==> config.mk <==
export PLATFORM = sky130hd
export DESIGN_NAME = rectangle_inv_key_schedule
export DESIGN_NICKNAME = d
export VERILOG_FILES = /design/src/rtl/rectangle_inv_key_schedule.sv
export SDC_FILE = /design/constraint.sdc
export NUM_CORES = 1
export LEC_CHECK = 0
export BUFFER_PORTS_ARGS = -buffer_cell sky130_fd_sc_hd__buf_2
export CAP_MARGIN = 30
export CORE_ASPECT_RATIO = 0.7
export CORE_UTILIZATION = 40
export DETAILED_ROUTE_END_ITERATION = 16
export PLACE_DENSITY = 0.7
export SLEW_MARGIN = 20
export SYNTH_ARGS = -nofsm -noshare
export SYNTH_HDL_FRONTEND = slang
export SYNTH_SLANG_ARGS = --single-unit
==> constraint.sdc <==
create_clock -name clk -period 5.4 [get_ports clk]
set_input_delay 0.81 -clock clk [delete_from_list [all_inputs] [get_ports clk]]
set_output_delay 0.81 -clock clk [all_outputs]
set_load 0.01 [all_outputs]
==> src/rtl/rectangle_inv_key_schedule.sv <==
// RECTANGLE-80 decryption key scheduler: emits round keys K25 down to K0.
// Optional self-check of the final state against the master key: RECT_INV_KS_SELFCHECK_EN.
module rectangle_inv_key_schedule (
    input  logic        clk,
    input  logic        rst,
    input  logic        start,
    input  logic [79:0] master_key,
    output logic        busy,
    output logic        rk_valid,
    input  logic        rk_ready,
    output logic [63:0] rk_data,
    output logic [4:0]  rk_idx,
    output logic        rk_last,
    output logic        ks_err
);

    typedef enum logic [1:0] {
        IDLE = 2'd0,
        FWD  = 2'd1,
        EMIT = 2'd2
    } state_t;

    state_t      state;
    logic [79:0] s;
    logic [4:0]  rc;
    logic [4:0]  cnt;
    logic [4:0]  rc_next;
    logic [4:0]  rc_prev;
    logic [79:0] fwd_s;
    logic [79:0] inv_s;
    logic        hs;

    function automatic logic [3:0] sbox(input logic [3:0] x);
        case (x)
            4'h0: return 4'h6;
            4'h1: return 4'h5;
            4'h2: return 4'hC;
            4'h3: return 4'hA;
            4'h4: return 4'h1;
            4'h5: return 4'hE;
            4'h6: return 4'h7;
            4'h7: return 4'h9;
            4'h8: return 4'hB;
            4'h9: return 4'h0;
            4'hA: return 4'h3;
            4'hB: return 4'hD;
            4'hC: return 4'h8;
            4'hD: return 4'hF;
            4'hE: return 4'h4;
            default: return 4'h2;
        endcase
    endfunction

    function automatic logic [3:0] inv_sbox(input logic [3:0] x);
        case (x)
            4'h0: return 4'h9;
            4'h1: return 4'h4;
            4'h2: return 4'hF;
            4'h3: return 4'hA;
            4'h4: return 4'hE;
            4'h5: return 4'h1;
            4'h6: return 4'h0;
            4'h7: return 4'h6;
            4'h8: return 4'hC;
            4'h9: return 4'h7;
            4'hA: return 4'h3;
            4'hB: return 4'h8;
            4'hC: return 4'h2;
            4'hD: return 4'hB;
            4'hE: return 4'h5;
            default: return 4'hD;
        endcase
    endfunction

    function automatic logic [15:0] rotl8(input logic [15:0] x);
        return {x[7:0], x[15:8]};
    endfunction

    function automatic logic [15:0] rotl12(input logic [15:0] x);
        return {x[3:0], x[15:4]};
    endfunction

    function automatic logic [79:0] fwd_round(input logic [79:0] x,
                                              input logic [4:0]  c);
        logic [15:0] r0, r1, r2, r3, r4;
        logic [3:0]  n;
        r0 = x[15:0];
        r1 = x[31:16];
        r2 = x[47:32];
        r3 = x[63:48];
        r4 = x[79:64];
        for (int j = 0; j < 4; j++) begin
            n = sbox({r3[j], r2[j], r1[j], r0[j]});
            r0[j] = n[0];
            r1[j] = n[1];
            r2[j] = n[2];
            r3[j] = n[3];
        end
        return {r0, rotl12(r3) ^ r4, r3, r2,
                rotl8(r0) ^ r1 ^ {11'd0, c}};
    endfunction

    function automatic logic [79:0] inv_round(input logic [79:0] x,
                                              input logic [4:0]  c);
        logic [15:0] a0, b0, b1, b2, b3, b4;
        logic [3:0]  n;
        a0 = x[15:0] ^ {11'd0, c};
        b0 = x[79:64];
        b4 = x[63:48] ^ rotl12(x[47:32]);
        b3 = x[47:32];
        b2 = x[31:16];
        b1 = a0 ^ rotl8(b0);
        for (int j = 0; j < 4; j++) begin
            n = inv_sbox({b3[j], b2[j], b1[j], b0[j]});
            b0[j] = n[0];
            b1[j] = n[1];
            b2[j] = n[2];
            b3[j] = n[3];
        end
        return {b4, b3, b2, b1, b0};
    endfunction

    // Round datapath: one forward and one inverse round evaluated per cycle
    always_comb begin
        rc_next = {rc[3:0], rc[4] ^ rc[2]};
        rc_prev = {rc[0] ^ rc[3], rc[4:1]};
        fwd_s   = fwd_round(s, rc);
        inv_s   = inv_round(s, rc_prev);
        hs      = rk_valid && rk_ready;
    end

    assign rk_last = rk_valid && (rk_idx == 5'd0);

    // Control FSM with registered key outputs
    always_ff @(posedge clk or posedge rst) begin
        if (rst) begin
            state    <= IDLE;
            s        <= '0;
            rc       <= 5'h01;
            cnt      <= '0;
            busy     <= 1'b0;
            rk_valid <= 1'b0;
            rk_data  <= '0;
            rk_idx   <= '0;
        end else begin
            unique case (state)
                IDLE: begin
                    if (start) begin
                        s     <= master_key;
                        rc    <= 5'h01;
                        cnt   <= '0;
                        busy  <= 1'b1;
                        state <= FWD;
                    end
                end
                FWD: begin
                    s   <= fwd_s;
                    rc  <= rc_next;
                    cnt <= cnt + 5'd1;
                    if (cnt == 5'd24) begin
                        state    <= EMIT;
                        rk_valid <= 1'b1;
                        rk_idx   <= 5'd25;
                        rk_data  <= fwd_s[63:0];
                    end
                end
                EMIT: begin
                    if (hs) begin
                        if (rk_idx != 5'd0) begin
                            s       <= inv_s;
                            rc      <= rc_prev;
                            rk_idx  <= rk_idx - 5'd1;
                            rk_data <= inv_s[63:0];
                        end else begin
                            state    <= IDLE;
                            busy     <= 1'b0;
                            rk_valid <= 1'b0;
                        end
                    end
                end
                default: begin
                    state <= IDLE;
                end
            endcase
        end
    end

`ifdef RECT_INV_KS_SELFCHECK_EN
    logic [79:0] key_q;

    // Latch K0 at start; flag a mismatch when the walk back ends
    always_ff @(posedge clk or posedge rst) begin
        if (rst) begin
            key_q  <= '0;
            ks_err <= 1'b0;
        end else if (state == IDLE && start) begin
            key_q  <= master_key;
            ks_err <= 1'b0;
        end else if (state == EMIT && hs && rk_idx == 5'd0 && s != key_q) begin
            ks_err <= 1'b1;
        end
    end
`else
    assign ks_err = 1'b0;
`endif

endmodule
==> qor.txt <==
Status -> complete, no violations
Top_reg_cell synth -> dfrtp_1
Vias in the first global route -> 8998
TritonCTS clock tree -> done
CTS Hold Buffers Added -> 0
H-tree levels -> 4
Worst-Margin Slew -> 0.9899 ns
Peak Freq -> 358.2 MHz
Area growth, synth to finish -> 15.57%
Crit share post-route -> 0.5170
Die X -> 194.1 µm
Cell Rows -> 48
Final hold violation count -> 0
Critical Path AT -> 3.13 ns
Clock Tree Buf Depth -> 2
Sequential area share after synthesis -> 0.3951
Final Critical Period -> 2.792 ns
Mapped Cells -> 1169
Post-CTS Repair Setup Buffers -> 0
Routed vias -> 9607
Global placer's final weighted congestion -> 0.8903
CTS clock-pin slew for the worst setup and hold paths -> 0.07 ns
# DRC -> 0
Slew headroom -> 0.3400
Initial DRC Count -> 1261
Num CTS Buffers -> 17
Post-CTS sizing -> 0
Die H -> 136.4 µm
Post-route ant nets -> 0
Final WL -> 34.32 mm
Die Footprint -> 26480 µm²
GRT overflow -> 0
Worst Hold Class -> flip-flop to flip-flop
RSZ-0062 raised after global routing -> false
CP endpoint kind -> flip-flop
First-pass GRT wire length -> 53.41 mm
WP data required -> 5.74 ns
Worst R2R Setup Slack -> 2.61 ns
Commonest non-fill, non-tap cells in the layout -> nand2_1, dfrtp_1, buf_2, o21ai_0, nor2_1
Core area -> 24980 µm²
Mean Syn Cell Area -> 8.834 µm²
Final Max Tran Viols -> 0
Layout cells sized above 1 -> 0.1796
Initial Util -> 0.4134
WS Path Type -> flip-flop to flip-flop
NumNets Final -> 1388
Worst-skew pair later-pin latency -> 0.44 ns
# IOs -> 157
Area contributors post-synth -> dfrtp_1, nand2_1, ha_1
Post-synth EDFFs -> 0
Pin count of the biggest net entering global routing -> 164
Antenna violations before repair -> 1
Cell at the root of the clock tree -> clkbuf_16
CP Max Fanout -> 42
DR pass1 iterations -> 5
CP Launch Type -> flip-flop
DP HPWL -> 23.43 mm
Leading area contributor after synthesis -> dfrtp_1
Clock skew -> 0.009085 ns
GRT Resource Usage Total -> 0.2639
Netlist Area Pre-Place -> 10330 µm²
Final Setup Violations -> 0
Commonest non-fill, non-tap cell in the layout -> nand2_1
ANT cells -> 0
Sink Count -> 163
#FFs+latches synth -> 163
I/O Buffers -> 155
Vias per cell -> 6.004
Syn_nets -> 1294
DR WL/cell -> 21.45 µm
Max Cap Violations -> 0
Yosys top cell area share -> 0.3925
Post-synth cell types -> 61
Async SR Flop Fraction -> 1.000
Fin Setup TNS -> 0 ns
Number of synthesis warnings -> 0
## kinds of logic after synthesis
| family | count (synthesis) | synth area share |
|---|---|---|
| and+or+nand+nor | 369 | 0.1560 |
| DFF | 163 | 0.3951 |
| adders and majority gates | 41 | 0.04967 |
| muxes | 21 | 0.02084 |
| buffers and inverters | 137 | 0.05730 |
| AOI/OAI and AO/OA | 358 | 0.2482 |
| other | 1 | 0.0003631 |
| xor gates and xnor gates | 79 | 0.07245 |
## cell type report
cell class                      count  area (µm²)
Clock buffer                       19       432.9
Inverter                           38       147.6
Fill cell                        2404       13050
Clock inverter                     12       182.7
Tap cell                          325       406.6
Timing Repair Buffer              174       972.2
Sequential cell                   163        4080
Multi-Input combinational cell    869        5713
## critical path: stages (launching register included)
cell and delay [ns]:
dfrtp_1 0.41, inv_1 0.17, ha_4 0.49, inv_1 0.18, o2111ai_4 0.70, buf_12 0.28, buf_4 0.28, nand2_1 0.08
o31ai_1 0.08
## worst paths after layout
kind,end,cells past startpoint,startpoint
min,rk_data[45]$_DFFE_PP0P_,2,rk_data[45]$_DFFE_PP0P_
max in group asynchronous,rk_data[7]$_DFFE_PP0P_,3,rst
max reg2reg,s[21]$_DFFE_PP0P_,8,state[0]$_DFFE_PP0P_
min reg2reg,rk_data[45]$_DFFE_PP0P_,2,rk_data[45]$_DFFE_PP0P_
min in group asynchronous,rk_data[45]$_DFFE_PP0P_,3,rst
max,s[21]$_DFFE_PP0P_,8,state[0]$_DFFE_PP0P_
## registers in the layout, summed over array words and instances, names as in the netlist
name	count
s	80
state	2
rk_data	64
rk_idx	5
rc	5
cnt	5
rk_valid	1
busy	1
## stage by stage
step           instance area, µm²  hold WS, ns  std cells  setup slack, ns  utilization
3_5_place_dp                11310       0.4514       1568            2.564       0.4526
3_3_place_gp                11290       0.4509       1567            2.631       0.4518
6_report                    11940       0.4593       1600            2.608       0.4777
4_1_cts                     11920       0.4665       1599            2.551       0.4773
5_1_grt                     11940       0.4935       1600            2.434       0.4777
2_1_floorplan               10330       0.5012       1169           0.1867            -
## synthesized netlist by cell type (all sizes together), types with 4 or more instances
cell,n
a21oi,35
mux2i,17
o22ai,4
o211a,4
o21ai,88
a22oi,13
nor2,66
ha,41
nand3,16
clkbuf,60
nor3,5
or2,4
a41oi,4
nand2b,13
a31oi,7
nand2,215
inv,38
and2,8
o31ai,44
o41ai,4
or3,12
dfrtp,162
and3,16
mux2,4
o221ai,13
a32oi,14
a221o,12
a221oi,44
o211ai,43
xor2,34
buf,39
nor2b,6
xnor2,41
a211oi,11
## per-layer routing
layer	global-route usage	up-vias	share of wire
met2	0.3781	469	0.43
met3	0.08162	53	0.11
met4	0.07275	0	0.019
met1	0.3801	4684	0.44
li1	-	4401	-
met5	0	-	0
Power is not shown: default switching activity piles up to over one toggle a cycle in this logic, so the estimate is an artifact.
